File: config.mk
export PLATFORM = sky130hd
export DESIGN_NAME = cgra_config_sequencer_flat
export DESIGN_NICKNAME = d
export VERILOG_FILES = /design/src/rtl/cgra_config_sequencer_pkg.sv /design/src/rtl/cgra_config_sequencer_if.sv /design/src/rtl/cgra_config_sequencer_counter.sv /design/src/rtl/cgra_config_sequencer.sv /design/src/flat_wrapper.sv
export SDC_FILE = /design/constraint.sdc
export NUM_CORES = 1
export LEC_CHECK = 0
export BUFFER_PORTS_ARGS = -buffer_cell sky130_fd_sc_hd__buf_4
export CELL_PAD_IN_SITES_DETAIL_PLACEMENT = 0
export CELL_PAD_IN_SITES_GLOBAL_PLACEMENT = 1
export CORE_ASPECT_RATIO = 0.5
export CORE_MARGIN = 2
export CORE_UTILIZATION = 42
export DETAILED_ROUTE_END_ITERATION = 12
export GPL_TIMING_DRIVEN = 0
export PLACE_DENSITY_LB_ADDON = 0.2
export SLEW_MARGIN = 20
export SYNTH_ARGS = -nofsm -noshare
export SYNTH_HDL_FRONTEND = slang
export SYNTH_SLANG_ARGS = --single-unit
File: constraint.sdc
create_clock -name clk_in -period 3.3 [get_ports clk_in]
set_input_delay 0.165 -clock clk_in [delete_from_list [all_inputs] [get_ports clk_in]]
set_output_delay 0.165 -clock clk_in [all_outputs]
set_load 0.02 [all_outputs]
File: src/rtl/cgra_config_sequencer_pkg.sv
// Shared types and constants for the CGRA configuration sequencer.
package cgra_cfg_pkg;

  typedef enum logic [2:0] {
    ST_IDLE    = 3'd0,
    ST_FETCH_A = 3'd1,
    ST_FETCH_D = 3'd2,
    ST_ISSUE   = 3'd3,
    ST_RUN     = 3'd4,
    ST_DONE    = 3'd5,
    ST_ERROR   = 3'd6
  } seq_state_t;

  localparam int unsigned CFG_BUS_W    = 32;
  localparam logic [31:0] CFG_SENTINEL = 32'hFFFF_FFFF;
  localparam logic [31:0] CFG_NOP_ADDR = 32'h0000_0000;

  // States in which a new start is accepted and busy is low.
  function automatic logic is_quiescent(input seq_state_t s);
    return (s == ST_IDLE) || (s == ST_DONE) || (s == ST_ERROR);
  endfunction

endpackage

File: src/rtl/cgra_config_sequencer_if.sv
// Control, ROM and CGRA-facing bus of the configuration sequencer.
interface cgra_config_sequencer_if
  import cgra_cfg_pkg::*;
#(
  parameter int ROM_AW = 10,
  parameter int RUN_W  = 16
);
  logic                 start_in;
  logic [RUN_W-1:0]     run_cycles_in;
  logic                 rom_en_out;
  logic [ROM_AW-1:0]    rom_addr_out;
  logic [CFG_BUS_W-1:0] rom_data_in;
  logic [CFG_BUS_W-1:0] config_addr_out;
  logic [CFG_BUS_W-1:0] config_data_out;
  logic                 config_valid_out;
  logic                 cgra_run_out;
  logic                 busy_out;
  logic                 done_out;
  logic                 error_out;

  modport master (
    input  start_in, run_cycles_in, rom_data_in,
    output rom_en_out, rom_addr_out, config_addr_out, config_data_out,
           config_valid_out, cgra_run_out, busy_out, done_out, error_out
  );

  modport slave (
    output start_in, run_cycles_in, rom_data_in,
    input  rom_en_out, rom_addr_out, config_addr_out, config_data_out,
           config_valid_out, cgra_run_out, busy_out, done_out, error_out
  );
endinterface

File: src/rtl/cgra_config_sequencer_counter.sv
// Loadable saturating down-counter timing the datapath run phase.
module cfg_run_counter #(
  parameter int W = 16
) (
  input  logic         clk_in,
  input  logic         reset_in,
  input  logic         load,
  input  logic [W-1:0] load_value,
  input  logic         dec,
  output logic [W-1:0] count,
  output logic         zero
);
  logic [W-1:0] count_r;

  // Load wins over decrement; never wraps below zero.
  always_ff @(posedge clk_in or negedge reset_in) begin
    if (!reset_in) begin
      count_r <= {W{1'b0}};
    end else if (load) begin
      count_r <= load_value;
    end else if (dec && (count_r != {W{1'b0}})) begin
      count_r <= count_r - W'(1);
    end else begin
      count_r <= count_r;
    end
  end

  assign count = count_r;
  assign zero  = (count_r == {W{1'b0}});
endmodule

File: src/rtl/cgra_config_sequencer.sv
// Walks a ROM of (address, data) pairs onto the CGRA config bus, then runs the datapath.
module cgra_config_sequencer
  import cgra_cfg_pkg::*;
#(
  parameter int          ROM_AW   = 10,
  parameter int          RUN_W    = 16,
  parameter logic [31:0] SENTINEL = CFG_SENTINEL
) (
  input logic                      clk_in,
  input logic                      reset_in,
  cgra_config_sequencer_if.master  bus
);
  seq_state_t           state_r;
  logic [ROM_AW-1:0]    ptr_r;
  logic [ROM_AW-1:0]    ptr_next_s;
  logic [CFG_BUS_W-1:0] addr_r;
  logic [CFG_BUS_W-1:0] data_r;
  logic                 valid_r;
  logic                 start_ok_s;
  logic [RUN_W-1:0]     cnt_value_s;
  logic                 cnt_zero_s;

  assign start_ok_s = is_quiescent(state_r) && bus.start_in;
  assign ptr_next_s = ptr_r + ROM_AW'(2);

  cfg_run_counter #(.W(RUN_W)) u_run_counter (
    .clk_in     (clk_in),
    .reset_in   (reset_in),
    .load       (start_ok_s),
    .load_value (bus.run_cycles_in),
    .dec        (state_r == ST_RUN),
    .count      (cnt_value_s),
    .zero       (cnt_zero_s)
  );

  // Sequencer FSM with pointer and config-pair capture registers.
  always_ff @(posedge clk_in or negedge reset_in) begin
    if (!reset_in) begin
      state_r <= ST_IDLE;
      ptr_r   <= {ROM_AW{1'b0}};
      addr_r  <= {CFG_BUS_W{1'b0}};
      data_r  <= {CFG_BUS_W{1'b0}};
      valid_r <= 1'b0;
    end else begin
      valid_r <= 1'b0;
      case (state_r)
        ST_IDLE, ST_DONE, ST_ERROR: begin
          if (bus.start_in) begin
            state_r <= ST_FETCH_A;
            ptr_r   <= {ROM_AW{1'b0}};
          end else begin
            state_r <= state_r;
          end
        end
        ST_FETCH_A: state_r <= ST_FETCH_D;
        ST_FETCH_D: begin
          addr_r <= bus.rom_data_in;
          if (bus.rom_data_in == SENTINEL) begin
            state_r <= cnt_zero_s ? ST_DONE : ST_RUN;
          end else begin
            state_r <= ST_ISSUE;
          end
        end
        ST_ISSUE: begin
          data_r  <= bus.rom_data_in;
          valid_r <= 1'b1;
          ptr_r   <= ptr_next_s;
          // Pointer wrap means the ROM ran out without a sentinel.
          state_r <= (ptr_next_s == {ROM_AW{1'b0}}) ? ST_ERROR : ST_FETCH_A;
        end
        ST_RUN: begin
          if (cnt_value_s <= RUN_W'(1)) begin
            state_r <= ST_DONE;
          end else begin
            state_r <= ST_RUN;
          end
        end
        default: state_r <= ST_IDLE;
      endcase
    end
  end

  // ROM port decoded from the fetch states.
  always_comb begin
    bus.rom_en_out   = 1'b0;
    bus.rom_addr_out = {ROM_AW{1'b0}};
    case (state_r)
      ST_FETCH_A: begin
        bus.rom_en_out   = 1'b1;
        bus.rom_addr_out = ptr_r;
      end
      ST_FETCH_D: begin
        bus.rom_en_out   = 1'b1;
        bus.rom_addr_out = ptr_r + ROM_AW'(1);
      end
      default: begin
        bus.rom_en_out   = 1'b0;
        bus.rom_addr_out = {ROM_AW{1'b0}};
      end
    endcase
  end

  assign bus.config_valid_out = valid_r;
  assign bus.config_addr_out  = valid_r ? addr_r : CFG_NOP_ADDR;
  assign bus.config_data_out  = valid_r ? data_r : {CFG_BUS_W{1'b0}};
  assign bus.cgra_run_out     = (state_r == ST_RUN);
  assign bus.busy_out         = !is_quiescent(state_r);
  assign bus.done_out         = (state_r == ST_DONE);
  assign bus.error_out        = (state_r == ST_ERROR);
endmodule

File: src/flat_wrapper.sv
// flat-port wrapper written by rule: the top's interface ports become plain ports
module cgra_config_sequencer_flat import cgra_cfg_pkg::*;
#(
  parameter int          ROM_AW   = 10,
  parameter int          RUN_W    = 16,
  parameter logic [31:0] SENTINEL = CFG_SENTINEL
)
  (clk_in, reset_in, bus_start_in, bus_run_cycles_in, bus_rom_data_in, bus_rom_en_out, bus_rom_addr_out, bus_config_addr_out, bus_config_data_out, bus_config_valid_out, bus_cgra_run_out, bus_busy_out, bus_done_out, bus_error_out);
  cgra_config_sequencer_if #(.ROM_AW(ROM_AW), .RUN_W(RUN_W)) bus_i ();
  input logic clk_in;
  input logic reset_in;
  input wire logic [$bits(bus_i.start_in)-1:0] bus_start_in;
  input wire logic [$bits(bus_i.run_cycles_in)-1:0] bus_run_cycles_in;
  input wire logic [$bits(bus_i.rom_data_in)-1:0] bus_rom_data_in;
  output wire logic [$bits(bus_i.rom_en_out)-1:0] bus_rom_en_out;
  output wire logic [$bits(bus_i.rom_addr_out)-1:0] bus_rom_addr_out;
  output wire logic [$bits(bus_i.config_addr_out)-1:0] bus_config_addr_out;
  output wire logic [$bits(bus_i.config_data_out)-1:0] bus_config_data_out;
  output wire logic [$bits(bus_i.config_valid_out)-1:0] bus_config_valid_out;
  output wire logic [$bits(bus_i.cgra_run_out)-1:0] bus_cgra_run_out;
  output wire logic [$bits(bus_i.busy_out)-1:0] bus_busy_out;
  output wire logic [$bits(bus_i.done_out)-1:0] bus_done_out;
  output wire logic [$bits(bus_i.error_out)-1:0] bus_error_out;
  assign bus_i.start_in = bus_start_in;
  assign bus_i.run_cycles_in = bus_run_cycles_in;
  assign bus_i.rom_data_in = bus_rom_data_in;
  assign bus_rom_en_out = bus_i.rom_en_out;
  assign bus_rom_addr_out = bus_i.rom_addr_out;
  assign bus_config_addr_out = bus_i.config_addr_out;
  assign bus_config_data_out = bus_i.config_data_out;
  assign bus_config_valid_out = bus_i.config_valid_out;
  assign bus_cgra_run_out = bus_i.cgra_run_out;
  assign bus_busy_out = bus_i.busy_out;
  assign bus_done_out = bus_i.done_out;
  assign bus_error_out = bus_i.error_out;
  cgra_config_sequencer #(.ROM_AW(ROM_AW), .RUN_W(RUN_W), .SENTINEL(SENTINEL)) u_core (.clk_in(clk_in), .reset_in(reset_in), .bus(bus_i));
endmodule
Word-level counts from Yosys, hierarchy flattened. Index checks and enable logic that the tools add are counted.

Add/sub/neg operators: 3. Magnitude comparators: 1. Equal/unequal tests: 8. Muxes and demuxes: 15. Reduce and logical (&&, ||, !) cells: 14.

Operators with widths (number): 2-to-1 mux 32 bit (2); one-hot mux 10 bit (2 select lines) (2); equality test 32 bit (second input constant) (1); 2-to-1 mux 16 bit (2); <= comparator 16 x 1 -> 1 bit (second input constant) (1); zero test 16 bit (1); nonzero test 16 bit (1); subtractor 16 x 1 -> 16 bit (second input constant) (1); one-hot mux 3 bit (5 select lines) (1); adder 10 x 1 -> 10 bit (second input constant) (1); adder 10 x 2 -> 10 bit (second input constant) (1); zero test 10 bit (1); 2-to-1 mux 10 bit (1); equality test 3 bit (second input constant) (3); 2-to-1 mux 3 bit (3); equality test 3 x 2 -> 1 bit (second input constant) (2); 2-to-1 mux 1 bit (4); nonzero test 2 bit (2); equality test 3 x 1 -> 1 bit (second input constant) (1); zero test 3 bit (1); OR reduction 3 bit (1); logical AND 1 bit (2); logical OR 1 bit (2); inequality test 2 bit (second input constant) (1); other kinds (3) (3).

Register bits after elaboration: 94. Bits of input ports: 51. Output and inout bits: 80. Word-level logic and storage cells: 47.

Depth between registers and ports, before layout.
Word-level depth: 5. Depth in mapped cells: 8. Depth with buffers taken out: 7.

By module. From an unflattened synthesis, not the netlist that was laid out.

Cells, all modules: 534. Area total of the unflattened synthesis: 4967.3 um2.

Modules (own cells, without submodules): cgra_config_sequencer (instances 1, cells each 410, area each 3912.5 um2, seq. area each 1926.8 um2); cfg_run_counter (instances 1, cells each 124, area each 1054.8 um2, seq. area each 400.4 um2).

Worst setup path after synthesis. Ideal clock, no wire load.

Kind: flip-flop to flip-flop. Start: register u_core.u_run_counter.count_r[0] (netlist: u_core.u_run_counter.count[0]). End: register u_core.u_run_counter.count_r[1] (netlist: u_core.u_run_counter.count[1]). Setup time: 0.125 ns. Data arrival time: 2.096 ns. Required time: 3.175 ns. Slack: 1.079 ns. Stages on the path, launching flop included: 9. Buffers on the path: 1. Period minus slack after synthesis: 2.221 ns. Cell sequence: dfrtp_1 inv_1 ha_1 or4b_1 or4_4 buf_6 nand2_4 mux2i_1 mux2_4.

Word-level cells in the longest chain between the ends: 3. Elaborated cells between the ends (all ways): 6. Classes of those cells: 1 x add/sub; 2 x mux; 3 x reduce/logical.

RTL lines: start: declaration (RTL line cgra_config_sequencer_counter.sv:13) `logic [W-1:0] count_r;`; start signal: assignment (RTL line cgra_config_sequencer_counter.sv:18) `count_r <= {W{1'b0}};`; start signal: assignment (RTL line cgra_config_sequencer_counter.sv:20) `count_r <= load_value;`; start signal: assignment (RTL line cgra_config_sequencer_counter.sv:22) `count_r <= count_r - W'(1);`; subtractor 16 x 1 -> 16 bit or nonzero test 16 bit (tied branches) (RTL line cgra_config_sequencer_counter.sv:22, cgra_config_sequencer_counter.sv:21); 2-to-1 mux 16 bit or logical AND 1 bit (tied branches) (RTL line cgra_config_sequencer_counter.sv:21) `end else if (dec && (count_r != {W{1'b0}})) begin`; 2-to-1 mux 16 bit or nonzero test 2 bit (tied branches).

Several ways; a longest one is shown, not always the timed one. The select of a mux whose other input is x is not followed. A chain may end at the register's enable or synchronous reset.

Final worst setup path.
Start: register u_core.state_r[1]. End: output bus_rom_addr_out[0].

Word-level cells in the longest chain between the ends: 2. Elaborated cells between the ends (all ways): 3. Classes of those cells: 2 x eq/ne; 1 x mux.

RTL lines: start: declaration (RTL line cgra_config_sequencer.sv:13) `seq_state_t state_r;`; start signal: assignment (RTL line cgra_config_sequencer.sv:52) `state_r <= state_r;`; start signal: assignment (RTL line cgra_config_sequencer.sv:59) `state_r <= cnt_zero_s ? ST_DONE : ST_RUN;`; start signal: assignment (RTL line cgra_config_sequencer.sv:69) `state_r <= (ptr_next_s == {ROM_AW{1'b0}}) ? ST_ERROR : ST_FETCH_A;`; equality test 3 x 2 -> 1 bit or equality test 3 x 1 -> 1 bit (tied branches) (RTL line cgra_config_sequencer.sv:87) `case (state_r)`; one-hot mux 10 bit (2 select lines) (*) (RTL line cgra_config_sequencer.sv:87); end: declaration (RTL line flat_wrapper.sv:16) `output wire logic [$bits(bus_i.rom_addr_out)-1:0] bus_rom_addr_out;`.

Mark *: on every way between the ends. The rest lies on a longest branch, timed or not.

==> reports/metrics.yaml <==
dp_cells: 786
hpwl_microns: 8810
min_path_type: "input port to flip-flop"
tightest_slew_ns: 0.872
synth-warning-count: 0
drv_cap: 0
grt_pass1_vias: 3987
p_per_area_nw_per_um2: 864
synth-edff-count: 0
grt_pass1_wl_microns: 20700
layout_min_cycle_time_ns: 2.41
finalCritPeriodShare: 0.730
row_count: 27
critPathKind: "flip-flop to primary output"
cts.path.max_buffers: 2
clk_latency_ns: 0.34
ys_seq_area_frac: 0.487
async_flop_share: 1.00
clkTransAtPathRegs_ns: 0.07
die_w_microns: 155
synth_cells: 511
clock.fmax_mhz: 415
skew_ns: 0.0123
synth_top_area_share: 0.487
layout_commonest_cell: "buf_4"
drt_iter0_drc: 242
cp.required_ns: 3.13
syn_area_sq_um: 4780
vias: 4081
ys_ff_latch: 93
finalHoldViolCount: 0
diodes: 0
place.gp.congestion: 0.757
tritoncts: "done"
post_cts_buffers: 0
finalWirelength_microns: 12400
finalSetupViolations: 0
syn_avg_cell_area_sq_um: 9.35
syn-num-nets: 566
pin_count: 131
fin_tns_setup_ns: 0
grt_overflow: 0
instances_no_fill: 803
viasPerCell: 5.08
crit_arrival_ns: 2.24
drive_above_1_share: 0.286
rrSetupSlack_ns: 0.92
crit_path_start_kind: "flip-flop"
start_util: 0.432
wl_per_cell_microns: 15.5
grt_max_degree: 94
crit_fanout: 10
crit_path_end_kind: "primary output"
dieArea_sq_um: 12300
cts_buffers: 9
rsz0062_at_grt: "false"
ir_drop_mv: 0.384
yosysUniqueCellTypes: 46
relSlewSlack: 0.419
clkSinkCount: 93
core-area_sq_um: 11000
die_y_microns: 79.4
htreeDepth: 3
first_pass_iters: 4
synth-main-ff-cell: "dfrtp_1"
drv_slew: 0
status: "finished clean"
antenna_found_initial: 0
cts_root_buf: "clkbuf_16"
final_nets: 708
leakagePower_nw: 2.97
track_usage: 0.214
synth_area_leader_cell: "dfrtp_1"
io_buffers: 130
final_cell_mix: "129 x buf_4, 108 x nand2_1, 93 x dfrtp_1, 75 x and2_1, 32 x mux2_2"
ant_nets: 0
drc_errors: 0
syn_to_final_growth_pct: 30.9
synthTopCellsByArea: "dfrtp_1 49%, and2_1 9.8%, nand2_1 8.5%"
[repair_timing]
action | CTS | global route
hold buffers | 1 | 0
endpoints found under the hold margin | 93 | 0
gates resized for setup | 0 | 0
[metal layers]
| layer | up-vias | track usage | routed length (microns) |
|---|---|---|---|
| li1 | 2001 | - | - |
| met1 | 1991 | 0.297 | 5940 |
| met2 | 87 | 0.337 | 5830 |
| met3 | 2 | 0.0608 | 615 |
| met4 | 0 | 0.0472 | 34 |
| met5 | - | 0 | 0 |
[report_power, final]
| part | internal [W] | total [W] | leakage, nW | switching [W] |
|---|---|---|---|---|
| combinational | 0.00103 | 0.00237 | 1.71 | 0.00133 |
| clock | 0.000594 | 0.00105 | 0.143 | 0.000461 |
| sequential | 0.00167 | 0.00197 | 1.12 | 0.000303 |
| total | 0.00330 | 0.00540 | 2.97 | 0.00210 |
[per-stage QoR]
step	power, W	area, sq um	worst slack, ns	hold slack (ns)	utilization
floorplan	0.00351	4780	1.08	-0.131	-
global placement	0.00432	5930	0.631	0.376	0.537
detailed placement	0.00438	5940	0.898	0.316	0.538
CTS	0.00546	6250	0.825	0.0126	0.566
global route	0.00582	6250	0.722	0.0148	0.566
finish	0.00540	6250	0.892	0.0251	0.566
[area by class of cell]
cell class                 count  area (sq um)
fill                        1038          4800
sequential                    93          2330
multi-input combinational    377          2290
timing repair buffer         131           990
clock buffer                  10           229
tap                          145           181
buffer                        33           136
clock inverter                 6          68.8
inverter                       8          30.0
[sequential cells by signal (all words and copies together), names as in the netlist]
name and flops:
u_core.u_run_counter.count 16, u_core.state_r 3, u_core.bus.config_valid_out 1, u_core.addr_r 32
u_core.ptr_r 9, u_core.data_r 32
[cell families (layout without fill, tap and decap cells)]
| family | Yosys count | in the layout | synth area share |
|---|---|---|---|
| compound gates | 49 | 49 | 0.0636 |
| xor+xnor | 17 | 17 | 0.0312 |
| fa+ha+maj | 4 | 4 | 0.0105 |
| buf+inv | 41 | 188 | 0.0348 |
| flops | 93 | 93 | 0.487 |
| mux | 35 | 35 | 0.0828 |
| simple gates | 272 | 272 | 0.290 |
[worst max-delay path, cell delays in order (launching register included)]
cell	delay (ns)
dfrtp_1	0.32
clkbuf_1	0.33
nor3b_2	0.67
buf_2	0.39
buf_4	0.19
[final timing paths]
| kind | cells after the start | endpoint | start |
|---|---|---|---|
| max in group asynchronous | 2 | u_core.addr_r[24] | reset_in |
| min reg2reg | 2 | u_core.data_r[9] | u_core.data_r[9] |
| min in group asynchronous | 2 | u_core.u_run_counter.count[12] | reset_in |
| min | 3 | u_core.data_r[25] | bus_rom_data_in[25] |
| max reg2reg | 8 | u_core.u_run_counter.count[1] | u_core.u_run_counter.count[0] |
| max | 4 | bus_rom_addr_out[0] | u_core.state_r[1] |
[synthesized netlist by cell type (2+ instances only)]
master,instances
nor3_1,5
nand3_1,11
nor2_1,27
o31ai_1,3
nand2b_1,2
ha_1,4
o21ai_0,14
xnor2_1,6
o311ai_0,2
o211ai_1,2
dfrtp_1,93
a211oi_1,2
nand2_1,108
buf_2,4
a31oi_1,4
a211o_1,2
nand4_1,13
nand3b_1,2
and2_1,75
xor2_1,11
and4_1,2
nor3b_1,2
nor4_1,7
mux2i_1,2
or3_1,6
nand4b_1,2
or4_1,3
mux2_2,32
a21oi_1,14
or4_4,2
inv_1,8
clkbuf_1,27
(Power assumes the default switching activity.)
